File: src/rtl/vga_text_pkg.sv
// Shared types and constants for the VGA text writer: FSM states, ASCII codes, default geometry.
package vga_text_pkg;

  typedef enum logic [1:0] {
    ST_CLEAR_ALL  = 2'd0,
    ST_IDLE       = 2'd1,
    ST_CLEAR_LINE = 2'd2
  } state_e;

  localparam logic [7:0] CH_LF    = 8'h0A;
  localparam logic [7:0] CH_CR    = 8'h0D;
  localparam logic [7:0] CH_BS    = 8'h08;
  localparam logic [7:0] CH_FF    = 8'h0C;
  localparam logic [7:0] CH_SPACE = 8'h20;

  localparam int unsigned DEF_COLS   = 80;
  localparam int unsigned DEF_ROWS   = 25;
  localparam int unsigned DEF_ADDR_W = 11;

endpackage

File: src/rtl/vga_demo_source.sv
// Self-running byte source: raises a request every PERIOD cycles and holds it until
// accepted, offering an incrementing byte starting at 0x00.
module vga_demo_source #(
  parameter int unsigned PERIOD = 1
) (
  input  logic       clk,
  input  logic       rst_n,
  input  logic       ready_i,
  output logic [7:0] char_o,
  output logic       valid_o
);

  localparam int unsigned CNT_W = (PERIOD > 1) ? $clog2(PERIOD) : 1;
  localparam logic [CNT_W-1:0] CNT_LAST = CNT_W'(PERIOD - 1);

  logic [CNT_W-1:0] cnt_q, cnt_d;
  logic [7:0]       char_q, char_d;
  logic             valid_q, valid_d;

  // Free-running period counter; an acceptance takes priority over a new request.
  always_comb begin
    cnt_d   = (cnt_q == CNT_LAST) ? '0 : cnt_q + CNT_W'(1);
    char_d  = char_q;
    valid_d = valid_q;
    if (valid_q && ready_i) begin
      valid_d = 1'b0;
      char_d  = char_q + 8'd1;
    end else if (cnt_q == CNT_LAST) begin
      valid_d = 1'b1;
    end
  end

  always_ff @(posedge clk or negedge rst_n) begin
    if (!rst_n) begin
      cnt_q   <= '0;
      char_q  <= 8'h00;
      valid_q <= 1'b0;
    end else begin
      cnt_q   <= cnt_d;
      char_q  <= char_d;
      valid_q <= valid_d;
    end
  end

  assign char_o  = char_q;
  assign valid_o = valid_q;

endmodule

File: src/rtl/vga_text_writer.sv
// Character-stream front end for the VGA text core: cursor tracking, control codes,
// screen/line clears, and a registered write port.
module vga_text_writer
  import vga_text_pkg::*;
#(
  parameter int unsigned COLS        = DEF_COLS,
  parameter int unsigned ROWS        = DEF_ROWS,
  parameter int unsigned ADDR_W      = DEF_ADDR_W,
  parameter int unsigned DEMO_PERIOD = 0
) (
  input  logic                     CLK,
  input  logic                     RST_N,
  input  logic [7:0]               in_char,
  input  logic                     in_valid,
  output logic                     in_ready,
  output logic [7:0]               write_char,
  output logic [ADDR_W-1:0]        write_char_pos,
  output logic                     write_char_strobe,
  output logic [$clog2(COLS)-1:0]  cursor_col,
  output logic [$clog2(ROWS)-1:0]  cursor_row,
  output logic                     busy
);

  localparam int unsigned CW = $clog2(COLS);
  localparam int unsigned RW = $clog2(ROWS);
  localparam logic [CW-1:0]     COL_LAST  = CW'(COLS - 1);
  localparam logic [RW-1:0]     ROW_LAST  = RW'(ROWS - 1);
  localparam logic [ADDR_W-1:0] LINE_LAST = ADDR_W'(COLS - 1);
  localparam logic [ADDR_W-1:0] ALL_LAST  = ADDR_W'(COLS * ROWS - 1);
  localparam logic [ADDR_W-1:0] COLS_A    = ADDR_W'(COLS);

  state_e            state_q, state_d;
  logic [CW-1:0]     col_q, col_d;
  logic [RW-1:0]     row_q, row_d;
  logic [ADDR_W-1:0] row_base_q, row_base_d;
  logic [ADDR_W-1:0] clr_idx_q, clr_idx_d;
  logic [7:0]        wr_char_q, wr_char_d;
  logic [ADDR_W-1:0] wr_pos_q, wr_pos_d;
  logic              wr_stb_q, wr_stb_d;

  logic [7:0]        src_char;
  logic              src_valid;
  logic              accept;
  logic              is_print;
  logic              row_wrap;
  logic [RW-1:0]     row_inc;
  logic [ADDR_W-1:0] base_inc;
  logic [ADDR_W-1:0] cur_pos;

  if (DEMO_PERIOD > 0) begin : g_demo
    logic unused_ext;
    assign unused_ext = ^{in_char, in_valid};
    vga_demo_source #(.PERIOD(DEMO_PERIOD)) u_demo (
      .clk     (CLK),
      .rst_n   (RST_N),
      .ready_i (in_ready),
      .char_o  (src_char),
      .valid_o (src_valid)
    );
  end else begin : g_ext
    assign src_char  = in_char;
    assign src_valid = in_valid;
  end

  assign busy     = (state_q != ST_IDLE);
  assign in_ready = !busy;
  assign accept   = src_valid && in_ready;
  assign is_print = (src_char != CH_LF) && (src_char != CH_CR) &&
                    (src_char != CH_BS) && (src_char != CH_FF);

  // row_base tracks row*COLS so positions need no multiplier.
  assign row_wrap = (row_q == ROW_LAST);
  assign row_inc  = row_wrap ? '0 : row_q + RW'(1);
  assign base_inc = row_wrap ? '0 : row_base_q + COLS_A;
  assign cur_pos  = row_base_q + ADDR_W'(col_q);

  always_ff @(posedge CLK or negedge RST_N) begin
    if (!RST_N) state_q <= ST_CLEAR_ALL;
    else        state_q <= state_d;
  end

  always_comb begin
    state_d = state_q;
    case (state_q)
      ST_CLEAR_ALL:  if (clr_idx_q == ALL_LAST)  state_d = ST_IDLE;
      ST_CLEAR_LINE: if (clr_idx_q == LINE_LAST) state_d = ST_IDLE;
      ST_IDLE: begin
        if (accept) begin
          if (src_char == CH_LF)                      state_d = ST_CLEAR_LINE;
          else if (src_char == CH_FF)                 state_d = ST_CLEAR_ALL;
          else if (is_print && (col_q == COL_LAST))   state_d = ST_CLEAR_LINE;
        end
      end
      default: state_d = ST_CLEAR_ALL;
    endcase
  end

  always_comb begin
    col_d      = col_q;
    row_d      = row_q;
    row_base_d = row_base_q;
    clr_idx_d  = clr_idx_q;
    wr_char_d  = wr_char_q;
    wr_pos_d   = wr_pos_q;
    wr_stb_d   = 1'b0;
    case (state_q)
      ST_CLEAR_ALL: begin
        wr_stb_d  = 1'b1;
        wr_char_d = CH_SPACE;
        wr_pos_d  = clr_idx_q;
        clr_idx_d = (clr_idx_q == ALL_LAST) ? '0 : clr_idx_q + ADDR_W'(1);
      end
      ST_CLEAR_LINE: begin
        wr_stb_d  = 1'b1;
        wr_char_d = CH_SPACE;
        wr_pos_d  = row_base_q + clr_idx_q;
        clr_idx_d = (clr_idx_q == LINE_LAST) ? '0 : clr_idx_q + ADDR_W'(1);
      end
      ST_IDLE: begin
        if (accept) begin
          case (src_char)
            CH_LF: begin
              col_d      = '0;
              row_d      = row_inc;
              row_base_d = base_inc;
            end
            CH_CR: col_d = '0;
            CH_BS: begin
              if (col_q != '0) begin
                col_d     = col_q - CW'(1);
                wr_stb_d  = 1'b1;
                wr_char_d = CH_SPACE;
                wr_pos_d  = cur_pos - ADDR_W'(1);
              end
            end
            CH_FF: begin
              col_d      = '0;
              row_d      = '0;
              row_base_d = '0;
            end
            default: begin
              wr_stb_d  = 1'b1;
              wr_char_d = src_char;
              wr_pos_d  = cur_pos;
              if (col_q == COL_LAST) begin
                col_d      = '0;
                row_d      = row_inc;
                row_base_d = base_inc;
              end else begin
                col_d = col_q + CW'(1);
              end
            end
          endcase
        end
      end
      default: ;
    endcase
  end

  always_ff @(posedge CLK or negedge RST_N) begin
    if (!RST_N) begin
      col_q      <= '0;
      row_q      <= '0;
      row_base_q <= '0;
      clr_idx_q  <= '0;
      wr_char_q  <= 8'h00;
      wr_pos_q   <= '0;
      wr_stb_q   <= 1'b0;
    end else begin
      col_q      <= col_d;
      row_q      <= row_d;
      row_base_q <= row_base_d;
      clr_idx_q  <= clr_idx_d;
      wr_char_q  <= wr_char_d;
      wr_pos_q   <= wr_pos_d;
      wr_stb_q   <= wr_stb_d;
    end
  end

  assign write_char        = wr_char_q;
  assign write_char_pos    = wr_pos_q;
  assign write_char_strobe = wr_stb_q;
  assign cursor_col        = col_q;
  assign cursor_row        = row_q;

endmodule

File: config.mk
export PLATFORM = sky130hd
export DESIGN_NAME = vga_text_writer
export DESIGN_NICKNAME = d
export VERILOG_FILES = /design/src/rtl/vga_text_pkg.sv /design/src/rtl/vga_demo_source.sv /design/src/rtl/vga_text_writer.sv
export SDC_FILE = /design/constraint.sdc
export NUM_CORES = 1
export LEC_CHECK = 0
export BUFFER_PORTS_ARGS = -buffer_cell sky130_fd_sc_hd__clkbuf_2
export CORE_MARGIN = 3
export CORE_UTILIZATION = 39
export CTS_CLUSTER_DIAMETER = 40
export DETAILED_ROUTE_END_ITERATION = 12
export GPL_ROUTABILITY_DRIVEN = 0
export HOLD_SLACK_MARGIN = 0.06
export PLACE_DENSITY = 0.64
export RECOVER_POWER = 25
export SLEW_MARGIN = 20
export SYNTH_ARGS = -nofsm -noshare
export SYNTH_HDL_FRONTEND = slang
export SYNTH_SLANG_ARGS = --single-unit
File: constraint.sdc
create_clock -name CLK -period 7.4 [get_ports CLK]
set_input_delay 0.37 -clock CLK [delete_from_list [all_inputs] [get_ports CLK]]
set_output_delay 0.37 -clock CLK [all_outputs]
set_load 0.05 [all_outputs]
; After elaboration in Yosys (flattened, before gate mapping)
; Cells that the tools add are included.
[classes]
n_mux = 31
reduce_logical = 20
n_addsub = 8
n_eq_ne = 22
bitwise_logic = 1
[op_table]
columns = operator, n
row1 = $mux 11, 6
row2 = $pmux 11 s3, 2
row3 = $pmux 11 s2, 2
row4 = $eq 8x4->1 const B, 4
row5 = $ne 8x4->1 const B, 4
row6 = $pmux 8 s2, 2
row7 = $mux 8, 2
row8 = $reduce_and 4->1, 4
row9 = $pmux 5 s3, 1
row10 = $mux 7, 2
row11 = $pmux 7 s2, 1
row12 = $mux 2, 6
row13 = $add 11x1->11 const B, 1
row14 = $add 11x11->11, 1
row15 = $add 11x7->11, 1
row16 = $add 11x7->11 const B, 1
row17 = $eq 11x11->1 const B, 1
row18 = $eq 11x7->1 const B, 1
row19 = $sub 11x1->11 const B, 1
row20 = $mux 5, 2
row21 = $ne 2x2->1 const B, 5
row22 = $add 7x1->7 const B, 1
row23 = $eq 7x7->1 const B, 1
row24 = $reduce_bool 7->1, 1
row25 = 20 further kinds, 29
[word_totals]
wordCells = 90
inputBits = 11
output_inout_bits = 34
register_bits = 56

; Logic depth before layout (Yosys ltp)
[logic_depth]
ltp_word = 10
mapped_depth = 10
mapped_depth_nobuf = 8

; Least setup slack after synthesis
; OpenSTA, ideal clock, no wires.
[synth_timing]
kind = reg2reg
startpoint = register col_q[1] (netlist: cursor_col[1])
endpoint = register row_q[4] (netlist: cursor_row[4])
required_time_ns = 7.308
path_stages_with_launch = 9
path_slack_ns = 4.690
t_arrival_ns = 2.618
cell_sequence = dfrtp_1 ha_1 nand3_1 nor4b_1 o32a_1 o2111ai_4 or2_1 buf_6 o31ai_2
[synth_via]
elab_chain_len = 3
[synth_lines]
columns = element, line_no
row1 = "start, declared", vga_text_writer.sv:33  ; logic [CW-1:0] col_q, col_d;
row2 = "start signal, assigned", vga_text_writer.sv:170  ; col_q <= col_d;
row3 = $eq 7x7->1, vga_text_writer.sv:145  ; if (col_q == COL_LAST) begin
row4 = $reduce_bool 3->1 (no line), n/a
row5 = $reduce_and 4->1 (no line), n/a
row6 = "end signal, assigned", vga_text_writer.sv:171  ; row_q <= row_d;
row7 = "end, declared", vga_text_writer.sv:34  ; logic [RW-1:0] row_q, row_d;
; No other way between the ends.
; A chain may end at the register's enable or synchronous reset.

; Worst setup path in the final report
[layout_timing]
startpoint = register col_q[1] (netlist: cursor_col[1])
endpoint = register row_base_q[10]
[layout_via]
elab_chain_len = 3
[layout_lines]
columns = element, line_no
row1 = $eq 7x7->1, vga_text_writer.sv:145
row2 = $reduce_bool 3->1 (no line), n/a
row3 = $reduce_and 4->1 (no line), n/a
row4 = "end signal, assigned", vga_text_writer.sv:172  ; row_base_q <= row_base_d;
row5 = "end, declared", vga_text_writer.sv:35  ; logic [ADDR_W-1:0] row_base_q, row_base_d;
; No other way between the ends.

==> run summary <==
Final nets -> 474
IO Pins -> 45
CP Capture Type -> flop
WHS -> 319.7 ps
Crit-path slowest cell -> nor4b_1
WL per Instance -> 16.68 microns
Post-Syn Nets -> 445
Worst R2R Start -> cursor_col[1]
Cts bufs inserted -> 5
Async S/R FF share, synth -> 100.0%
Hold path startpoint -> in_char[6]
HPWL after detailed placement -> 6.634 mm
Sequential share of the synthesized area -> 36.22%
CP top delay family -> simple AND/OR/NAND/NOR gates
Adder-Cell Fraction of Synth Area -> 7.315%
Xor and xnor area share after synthesis -> 6.827%
Final setup TNS -> 0 ps
Mean Syn Cell Area -> 8.698 sq um
Worst-path fanout max -> 16
Fillers -> 868
Hold EP -> write_char[6]
Multi-input logic area -> 2105 sq um
Min Clock Period, post-route -> 3100 ps
Ant diodes -> 0
Vias/cell -> 5.740
YS warnings -> 0
Die Width -> 102.0 microns
Reg2reg path depth -> 7
Antenna Violating Nets Remaining -> 0
Clock latency on the worst-skew pair -> 310 ps
Place WS -> 4379 ps
First-pass GRT wire length -> 14.82 mm
Status -> finished clean
CP startpoint kind -> flop
CTS Root Buffer Type -> clkbuf_8
Clock tree buffer depth -> 2
Die H -> 102.0 microns
Total gr overflow -> 0
Final Hold Viols -> 0
Slew @ Worst Pin -> 1050 ps
Share of cells above drive strength 1 -> 10.38%
Tot GR Track Use -> 17.74%
WP data required -> 7630 ps
EDFF count, synth -> 0
Synth Instances -> 413
CTS tree -> done
Max H-tree Level -> 2
Area grow syn2layout -> 9.997%
Crit-path max cell delay -> 770 ps
Hold path depth -> 2
R2R setup slack -> 4300 ps
Vias in the first global route -> 2993
Arrival @ worst endpoint -> 3330 ps
Initial core utilization -> 40.60%
Mux contribution to synthesized area -> 1.184%
CTS resizes -> 0
Bufs and invs on worst path -> 0
Largest family of logic cells by synthesized area -> compound AO/OA/AOI/OAI gates
Max Clock Skew -> 6.463 ps
Max Cap Viol -> 0
Largest net degree at the start of global routing -> 35
Clock Sinks -> 52
Hold WC Path Type -> in2reg
Top_reg_cell synth -> dfrtp_1
Final slew viol count -> 0
Drt first-iter violations -> 124
Total number of vias -> 3163
Total wire length -> 9.191 mm
Simple logic cell fraction of the synthesized area -> 19.33%
Compound-cell area share of the yosys netlist -> 23.93%
Crit share post-route -> 41.89%
Placement Rows -> 34
End of the worst register-to-register path -> row_base_q[10]
Final setup vio count -> 0
Max Clk Rate -> 322.6 MHz
Unrepaired setup endpoints after global routing -> no
Port Buffers -> 44
# DRC -> 0
Setup Crit Path Kind -> reg2reg
Synth cell types -> 59
Core Region -> 8848 sq um
Register Area -> 1301 sq um
Seq cells post-synth -> 52
Post-Syn Area -> 3592 sq um
Worst VDD drop -> 0.07434 mV
PwrDens -> 128.4 nW/um^2
Leak -> 1.692 nW
Die area -> 10400 sq um
1st-pass router iterations -> 4
Max-slew headroom -> 30.01%
Reg clk slew, reported paths -> 100 ps
Worst path cell trace -> ha_1 -> nand3_1 -> nor4b_1 -> o32a_1 -> o2111ai_4 -> or2_1 -> o31ai_2
Setup slack after layout -> 4300 ps
Initial antenna violation count -> 0
-- layout by cell type (no fill, tap or decap), types with 14 or more instances in the layout --
master / netlist / final
a21oi_1: 18 / 18
clkbuf_1: 14 / 17
clkbuf_2: 0 / 27
dfrtp_1: 52 / 52
ha_1: 21 / 21
inv_1: 21 / 21
nand2_1: 43 / 43
nand3_1: 16 / 16
nor2_1: 31 / 31
o21ai_0: 29 / 29
xnor2_1: 14 / 14
xor2_1: 14 / 14
-- sequential cells by signal (all words and copies together) (netlist names) --
name / count
clr_idx_q: 11
cursor_col: 7
cursor_row: 5
row_base_q: 7
state_q: 2
write_char: 8
write_char_pos: 11
write_char_strobe: 1
-- routing by layer --
metal	global-route usage (%)	vias to the layer above	share of wire, %
li1	-	1548	-
met1	24.09	1515	48
met2	29.34	91	46
met3	2.730	9	4.5
met4	5.045	0	1.4
met5	0	-	0
-- metrics by stage --
step / instances / area (sq um) / power, W / util (%)
after floorplan: 413 / 3592 / 0.0002958 / -
final: 551 / 3951 / 0.0005075 / 44.66
after detailed placement: 542 / 3847 / 0.0003068 / 43.48
after global placement: 542 / 3847 / 0.0003063 / 43.48
after global routing: 551 / 3951 / 0.0005265 / 44.66
after CTS: 551 / 3973 / 0.0005161 / 44.90
-- power breakdown --
part | internal [W] | total, W | switching, W
combinational | 0.00000455 | 0.0000174 | 0.0000128
clock | 0.000102 | 0.000206 | 0.000104
sequential | 0.000284 | 0.000284 | 0
-- synthesized netlist by cell type, types with 4 or more instances --
library cell / n / area, sq um
clkbuf_1: 14 / 52.55
o21ai_0: 29 / 145.1
nand3_1: 16 / 80.08
nand4_1: 4 / 25.02
ha_1: 21 / 262.8
nor2_1: 31 / 116.4
and3_1: 5 / 31.28
inv_1: 21 / 78.83
nand2_1: 43 / 161.4
dfrtp_1: 52 / 1301
o21ai_1: 6 / 30.03
a22o_1: 9 / 78.83
a221oi_1: 5 / 43.79
nor4_1: 4 / 25.02
buf_2: 8 / 40.04
o31ai_1: 8 / 60.06
a21oi_1: 18 / 90.09
a21o_1: 5 / 37.54
xnor2_1: 14 / 122.6
nand2b_1: 6 / 37.54
nor3_1: 9 / 45.04
nor2b_1: 6 / 37.54
a211oi_1: 6 / 45.04
xor2_1: 14 / 122.6
-- area by class of cell --
cell class,instances,area share [%]
Sequential cell,52,32.93
Inverter,21,1.995
Timing Repair Buffer,46,5.478
Clock inverter,3,1.172
Clock buffer,5,1.742
Tap cell,108,3.420
Multi-Input combinational cell,316,53.26
-- cell families after synthesis --
logic type	count (synthesis)
buffers and inverters	45
multiplexers	4
XOR/XNOR	28
adder cells (fa/ha/maj)	21
AO/OA/AOI/OAI	121
AND/OR/NAND/NOR	142
flip-flops	52
-- worst max-delay path by stage --
| stage | start | endpoint | depth (start not counted) |
|---|---|---|---|
| floorplan | cursor_col[1] | cursor_row[4] | 8 |
| global placement | in_char[0] | write_char_pos[4] | 8 |
| CTS | cursor_col[1] | row_base_q[10] | 7 |
| global route | cursor_col[1] | cursor_row[4] | 7 |
| finish | cursor_col[1] | row_base_q[10] | 7 |
| detailed placement | in_char[0] | write_char_pos[2] | 8 |
-- worst reg2reg max path: cells and delay by family (launching register included) --
kind,cells,cell delay (ps)
AO/OA/AOI/OAI,3,850
adder cells (fa/ha/maj),1,280
flip-flops,1,500
AND/OR/NAND/NOR,3,1380
-- repair_timing --
action / 4_1_cts / 5_1_grt
setup buffers: 0 / 0
hold buffers: 1 / 0
endpoints found under the hold margin: 18 / 0
(Power assumes the default switching activity.)
